File: config.mk
export PLATFORM = sky130hd
export DESIGN_NAME = alu_issue_ctrl
export DESIGN_NICKNAME = d
export VERILOG_FILES = /design/src/rtl/alu_issue_ctrl.sv
export SDC_FILE = /design/constraint.sdc
export NUM_CORES = 1
export LEC_CHECK = 0
export CORE_ASPECT_RATIO = 0.75
export CORE_MARGIN = 5
export CORE_UTILIZATION = 41
export CTS_BUF_LIST = sky130_fd_sc_hd__clkbuf_8
export CTS_CLUSTER_SIZE = 8
export DETAILED_ROUTE_END_ITERATION = 7
export PLACE_DENSITY = 0.79
export SYNTH_ARGS = -nofsm -noshare
export SYNTH_HDL_FRONTEND = slang
export SYNTH_SLANG_ARGS = --single-unit
export TNS_END_PERCENT = 10
File: constraint.sdc
create_clock -name clk -period 1.7 [get_ports clk]
set_clock_uncertainty 0.05 [all_clocks]
set_input_delay 0.34 -clock clk [delete_from_list [all_inputs] [get_ports clk]]
set_output_delay 0.34 -clock clk [all_outputs]
set_load 0.1 [all_outputs]
File: src/rtl/alu_issue_ctrl.sv
// alu_issue_ctrl
//
// Sequential front end for the combinational 16-bit ALU. It accepts 32-bit
// commands over a valid/ready handshake and runs either one ALU pass (narrow)
// or two chained passes (wide ADD/SUB, with carry/borrow propagated from the
// low half into the high half). The captured result and flags are returned over
// a second valid/ready handshake.
//
// Ports
//   clk, rst_n                       clock, asynchronous active-low reset
//   cmd_valid / cmd_ready            command handshake
//   cmd_op, cmd_a, cmd_b             opcode and 32-bit operands
//   cmd_wide, cmd_cin                two-pass request (ADD/SUB only), carry/borrow-in
//   alu_in0, alu_in1, alu_sel        registered ALU operands and opcode
//   alu_carryin, alu_borrowin        registered ALU carry-in / borrow-in
//   alu_out, alu_upper, alu_rem      ALU result, multiply upper half, remainder
//   alu_zero .. alu_dbz              ALU flags
//   rsp_valid / rsp_ready            response handshake
//   rsp_data, rsp_flags              result and {dbz, ovf, borrow, carry, neg, zero}
//   ops_done                         saturating count of completed responses
module alu_issue_ctrl (
    input  logic        clk,
    input  logic        rst_n,
    input  logic        cmd_valid,
    output logic        cmd_ready,
    input  logic [4:0]  cmd_op,
    input  logic [31:0] cmd_a,
    input  logic [31:0] cmd_b,
    input  logic        cmd_wide,
    input  logic        cmd_cin,
    output logic [15:0] alu_in0,
    output logic [15:0] alu_in1,
    output logic [4:0]  alu_sel,
    output logic        alu_carryin,
    output logic        alu_borrowin,
    input  logic [15:0] alu_out,
    input  logic [15:0] alu_upper,
    input  logic [15:0] alu_rem,
    input  logic        alu_zero,
    input  logic        alu_neg,
    input  logic        alu_carry,
    input  logic        alu_borrow,
    input  logic        alu_ovf,
    input  logic        alu_dbz,
    output logic        rsp_valid,
    input  logic        rsp_ready,
    output logic [31:0] rsp_data,
    output logic [5:0]  rsp_flags,
    output logic [15:0] ops_done
);

    // Opcode encodings; these must track opcode.vh.
    localparam logic [4:0] ALU_ADD = 5'd0;
    localparam logic [4:0] ALU_SUB = 5'd1;
    localparam logic [4:0] ALU_MUL = 5'd2;
    localparam logic [4:0] ALU_DIV = 5'd3;

    typedef enum logic [1:0] {StIdle, StLo, StHi, StResp} state_e;

    state_e      state_q, state_d;

    // Command state kept across passes; the low halves go straight to the ALU regs.
    logic [4:0]  op_q, op_d;
    logic [15:0] a_hi_q, a_hi_d;
    logic [15:0] b_hi_q, b_hi_d;
    logic        wide_q, wide_d;

    logic [15:0] in0_q, in0_d;
    logic [15:0] in1_q, in1_d;
    logic [4:0]  sel_q, sel_d;
    logic        cin_q, cin_d;
    logic        bin_q, bin_d;

    // data_q[15:0] doubles as lo_res, data_q[31:16] as hi_res / upper / remainder.
    logic [31:0] data_q, data_d;
    logic [5:0]  flags_q, flags_d;
    logic [15:0] ops_q, ops_d;

    // ---------------------------------------------------------------- FSM
    always_ff @(posedge clk or negedge rst_n) begin
        if (!rst_n) begin
            state_q <= StIdle;
        end else begin
            state_q <= state_d;
        end
    end

    always_comb begin
        state_d = state_q;
        unique case (state_q)
            StIdle: if (cmd_valid) state_d = StLo;
            StLo:   state_d = wide_q ? StHi : StResp;
            StHi:   state_d = StResp;
            StResp: if (rsp_ready) state_d = StIdle;
        endcase
    end

    always_comb begin
        cmd_ready = (state_q == StIdle);
        rsp_valid = (state_q == StResp);
    end

    // ----------------------------------------------------------- datapath
    always_comb begin
        op_d    = op_q;
        a_hi_d  = a_hi_q;
        b_hi_d  = b_hi_q;
        wide_d  = wide_q;
        in0_d   = in0_q;
        in1_d   = in1_q;
        sel_d   = sel_q;
        cin_d   = cin_q;
        bin_d   = bin_q;
        data_d  = data_q;
        flags_d = flags_q;
        ops_d   = ops_q;

        unique case (state_q)
            StIdle: begin
                if (cmd_valid) begin
                    op_d   = cmd_op;
                    a_hi_d = cmd_a[31:16];
                    b_hi_d = cmd_b[31:16];
                    wide_d = cmd_wide && ((cmd_op == ALU_ADD) || (cmd_op == ALU_SUB));
                    in0_d  = cmd_a[15:0];
                    in1_d  = cmd_b[15:0];
                    sel_d  = cmd_op;
                    cin_d  = (cmd_op == ALU_ADD) && cmd_cin;
                    bin_d  = (cmd_op == ALU_SUB) && cmd_cin;
                end
            end
            StLo: begin
                if (op_q == ALU_MUL) begin
                    data_d = {alu_upper, alu_out};
                end else if (op_q == ALU_DIV) begin
                    data_d = {alu_rem, alu_out};
                end else begin
                    data_d = {16'h0000, alu_out};
                end
                flags_d = {alu_dbz, alu_ovf, alu_borrow, alu_carry, alu_neg, alu_zero};
                if (wide_q) begin
                    // The carry/borrow seen at this edge is exactly the captured LO value.
                    in0_d = a_hi_q;
                    in1_d = b_hi_q;
                    cin_d = (op_q == ALU_ADD) && alu_carry;
                    bin_d = (op_q == ALU_SUB) && alu_borrow;
                end
            end
            StHi: begin
                data_d[31:16] = alu_out;
                // Zero must cover both halves; dbz cannot occur on ADD/SUB.
                flags_d = {1'b0, alu_ovf, alu_borrow, alu_carry, alu_neg,
                           alu_zero && (data_q[15:0] == 16'h0000)};
            end
            StResp: begin
                if (rsp_ready && (ops_q != 16'hFFFF)) begin
                    ops_d = ops_q + 16'd1;
                end
            end
        endcase
    end

    always_ff @(posedge clk or negedge rst_n) begin
        if (!rst_n) begin
            op_q    <= '0;
            a_hi_q  <= '0;
            b_hi_q  <= '0;
            wide_q  <= 1'b0;
            in0_q   <= '0;
            in1_q   <= '0;
            sel_q   <= '0;
            cin_q   <= 1'b0;
            bin_q   <= 1'b0;
            data_q  <= '0;
            flags_q <= '0;
            ops_q   <= '0;
        end else begin
            op_q    <= op_d;
            a_hi_q  <= a_hi_d;
            b_hi_q  <= b_hi_d;
            wide_q  <= wide_d;
            in0_q   <= in0_d;
            in1_q   <= in1_d;
            sel_q   <= sel_d;
            cin_q   <= cin_d;
            bin_q   <= bin_d;
            data_q  <= data_d;
            flags_q <= flags_d;
            ops_q   <= ops_d;
        end
    end

    assign alu_in0      = in0_q;
    assign alu_in1      = in1_q;
    assign alu_sel      = sel_q;
    assign alu_carryin  = cin_q;
    assign alu_borrowin = bin_q;
    assign rsp_data     = data_q;
    assign rsp_flags    = flags_q;
    assign ops_done     = ops_q;

endmodule

* Word level (Yosys, flattened, before mapping) *
Index checks and enable logic that the tools add are counted.

operators by class
  multiplexer cells = 20
  equality and inequality tests = 11
  reductions and logical operators = 18
  add/subtract/negate cells = 1

operators by type and width
  cell                                                                     count
  16-bit one-hot mux with 2 select lines                                   3
  16-bit two-way mux                                                       4
  32-bit two-way mux                                                       2
  16-bit by 1-bit adder with 16-bit output, second input constant          1
  16-bit logical NOT                                                       1
  16-bit inequality test, second input constant                            1
  6-bit one-hot mux with 2 select lines                                    1
  5-bit by 1-bit == test with 1-bit output, second input constant          2
  5-bit by 2-bit == test with 1-bit output, second input constant          2
  5-bit logical NOT                                                        2
  2-bit one-hot mux with 4 select lines                                    1
  1-bit logical AND                                                        7
  2-bit AND reduction                                                      3
  1-bit two-way mux                                                        5
  2-bit == test, second input constant                                     2
  2-bit two-way mux                                                        2
  2-bit inequality test, second input constant                             2
  1-bit one-hot mux with 2 select lines                                    2
  2-bit nonzero test                                                       2
  3-bit AND reduction                                                      1
  2-bit by 1-bit == test with 1-bit output, second input constant          1
  2-bit logical NOT                                                        1
  2-bit by 1-bit inequality test with 1-bit output, second input constant  1
  1-bit logical OR                                                         1

word-level totals
  bits of input ports = 129
  bits in registers = 128
  word-level logic and storage cells = 63
  output and inout bits = 95

* Logic depth before layout (Yosys ltp) *
  depth in word-level cells = 4
  depth in mapped cells = 8
  gate-level depth less buffers = 6

* Worst setup path before layout *
No wires, ideal clock.

  path kind = flip-flop to flip-flop
  start = reg ops_q[0] (netlist: ops_done[0])
  end = reg ops_q[1] (netlist: ops_done[1])
  clock period less this slack = 2.507 ns
  data arrival time = 2.330 ns
  cell stages (with the launch flop) = 6
  slack = -0.807 ns
  setup time = 0.127 ns
  required time = 1.523 ns
  cells stage by stage = dfrtp_1 -> ha_1 -> nand4_2 -> nor4_4 -> nor2_2 -> mux2_4

on the way
  cells in the longest elaborated chain, start to end = 3
  elaborated cells between the ends (all ways) = 4
  classes of those cells = 1 x add/sub; 1 x eq/ne; 2 x reduce/logical

ends and longest elaborated chain
  item                                                                                              RTL line  text
  from (decl)                                                                                       77        logic [15:0] ops_q, ops_d;
  from (signal assigned)                                                                            189       ops_q <= ops_d;
  parallel branches: the longest is 3 deep, another holds 16-bit by 1-bit adder with 16-bit output  --

Parallel ways; which one is timed is not known.
A chain may end at the register's enable or synchronous reset.

* Final worst setup path *
  start = reg state_q[1]
  end = out cmd_ready

on the way
  cells in the longest elaborated chain, start to end = 1

ends and longest elaborated chain
  item                    RTL line  text
  from (decl)             60        state_e state_q, state_d;
  from (signal assigned)  82        state_q <= StIdle;
  from (signal assigned)  84        state_q <= state_d;
  2-bit logical NOT       99        cmd_ready = (state_q == StIdle);
  to (decl)               25        output logic cmd_ready,

No other way between the ends.

==> flow_metrics.env <==
export IMPL_status="finished with violations"
export IMPL_violations="setup timing"
export IMPL_yosys_register_bits=128
export IMPL_drt_wl_total_um=18630
export IMPL_fillCellCount=864
export IMPL_n_antenna_cell=0
export IMPL_cts_made_buffers=17
export IMPL_clockBufferDepth=2
export IMPL_firstDrtPassIters=4
export IMPL_design_area_sq_um=10240
export IMPL_arrival_ps=1420
export IMPL_insertion_delay_ps=450
export IMPL_post_dp_cell_area_sq_um=9498
export IMPL_synth_ff_type="dfrtp_1"
export IMPL_die_y_um=112.2
export IMPL_antenna_left=0
export IMPL_die_w_um=146.3
export IMPL_clock_sinks=128
export IMPL_worst_slew_pin_slew_ps=478.6
export IMPL_postSynthAreaPerCell_sq_um=12.04
export IMPL_track_usage_pct=22.81
export IMPL_async_reset_ff_share_pct=100.0
export IMPL_antenna_found_initial=0
export IMPL_vias=4965
export IMPL_clock_fmax_mhz=551.9
export IMPL_hpwl_um=13430
export IMPL_ys_top_cells_by_area="dfrtp_1 56%, mux2_2 12%, mux2i_1 8.4%, a21oi_1 4.2%, nor2_1 3.6%"
export IMPL_drive_above_1_share_pct=37.14
export IMPL_finalCritPeriodShare_pct=106.6
export IMPL_place_congestion=0.8981
export IMPL_wire_per_inst_um=20.05
export IMPL_synth_area_sq_um=5709
export IMPL_grt_max_degree=47
export IMPL_fin_nets=877
export IMPL_fp_dieArea_sq_um=16410
export IMPL_port_buffer_count=223
export IMPL_postSynthCellCount=474
export IMPL_tritoncts="yes"
export IMPL_viasPerCell=5.344
export IMPL_final_common_cell="clkdlybuf4s50_1"
export IMPL_maxSlewHeadroom_pct=67.80
export IMPL_post_route_min_period_ps=1812
export IMPL_path_clk_slew_ps=80
export IMPL_seq_area_frac_synth_pct=56.10
export IMPL_holdWs_ps=245.9
export IMPL_critPathKind="reg2out"
export IMPL_final_cell_mix="127 x clkdlybuf4s50_1, 106 x dfrtp_1, 102 x buf_12"
export IMPL_grt_pass1_wl_um=29720
export IMPL_yosysWarnings=0
export IMPL_rsz0062_at_grt="true"
export IMPL_worst_slack_ps=-111.9
export IMPL_drc=0
export IMPL_start_util_pct=41.66
export IMPL_area_delta_synth_final_pct=79.38
export IMPL_hold_class="in2async"
export IMPL_endpoint_kind="output port"
export IMPL_pin_count=224
export IMPL_setup_tns_ps=-697.8
export IMPL_rrSetupSlack_ps=-50
export IMPL_crit_path_max_fanout=4
export IMPL_setup_viol=26
export IMPL_first_iter_violations=185
export IMPL_core_area_sq_um=13700
export IMPL_critPathLaunchType="flop"
export IMPL_crit_required_ps=1310
export IMPL_syn_nets=609
export IMPL_synth_top_area_share_pct=56.10
export IMPL_yosysTopAreaCell="dfrtp_1"
export IMPL_synth_cell_types=40
export IMPL_clock_root_buffer="clkbuf_8"
export IMPL_overflow=0
export IMPL_cts_htree_levels=4
export IMPL_synth_edf_count=0
export IMPL_maxCapViolations=0
export IMPL_grt_pass1_vias=5455
export IMPL_finalHoldViolCount=0
export IMPL_maxSlewViolCount=0
export IMPL_rows=37
-- cell usage after synthesis, drive strengths merged (2+ instances only) --
cell type and count:
nor4 8, a31oi 4, nor2b 3, o21ai 5
nor3 7, nor2 55, buf 13, nand3b 3
nand2 9, a21oi 48, nand3 5, a2bb2oi 16
ha 6, nand4 10, o31ai 2, clkbuf 13
mux2 60, xnor2 6, or3 2, inv 5
nand4b 2, dfrtp 128, mux2i 48, xor2 6
-- worst max-delay path, cell delays in order (launching register included) --
cell	delay [ps]
dfrtp_1	420
inv_2	130
ha_4	170
buf_6	100
buf_12	160
-- stage by stage --
step                      setup WS [ps]  cells  util (%)
after floorplan                  -126.5    474         -
after global placement           -431.0    884     69.31
after detailed placement         -384.0    884     69.31
after CTS                        -137.7    924     73.63
after global routing             -185.5    929     74.74
final                            -111.9    929     74.74
-- cell type report --
cell class | count | area [sq um] | share of cell area, %
inverter | 5 | 18.77 | 0.1833
tap | 175 | 219.0 | 2.138
multi-input combinational | 315 | 2501 | 24.42
sequential | 128 | 3268 | 31.91
clock inverter | 13 | 197.7 | 1.930
clock buffer | 18 | 247.7 | 2.419
timing repair buffer | 275 | 3789 | 36.99
-- routing by layer --
metal / vias to the layer above / track usage, % / wire (um)
li1: 2244 / - / -
met1: 2472 / 28.03 / 7535
met2: 215 / 38.29 / 9372
met3: 34 / 7.264 / 1332
met4: 0 / 7.832 / 385
met5: - / 0 / 0
-- path summary, 6_finish.rpt --
check	end	startpoint	cells after the start
worst max-delay path	cmd_ready	state_q[1]	4
worst min-delay path	a_hi_q[10]	rst_n	2
worst max register to register	alu_in0[12]	state_q[0]	9
worst min register to register	b_hi_q[13]	b_hi_q[13]	1
max in group asynchronous	rsp_data[10]	rst_n	3
min in group clk	wide_q	cmd_wide	3
-- logic make-up (layout without fill, tap and decap cells) --
family          Yosys count  after routing  synth area share [%]
buf+inv                  31            311                 2.279
simple gates            109            109                 9.665
mux                     108            108                 20.32
fa+ha+maj                 6              6                 1.315
xor+xnor                 12             12                 1.841
compound gates           80             80                 8.481
flops                   128            128                 56.10
-- repair_timing --
action	in CTS	in global routing
endpoints found under the setup margin	37	71
gates cloned	2	3
pin swaps	4	14
gates resized for setup	8	22
buffers inserted	6	2
hold buffers	1	0
hold endpoints to repair	32	0
-- registers in the layout (all words and copies together) (netlist names), 2 cells and up --
signal / cells
alu_in1: 16
alu_sel: 5
rsp_flags: 6
alu_in0: 16
state_q: 2
b_hi_q: 16
rsp_data: 32
a_hi_q: 16
ops_done: 16
Power is not shown: default switching activity piles up to over one toggle a cycle in this logic, so the estimate is an artifact.
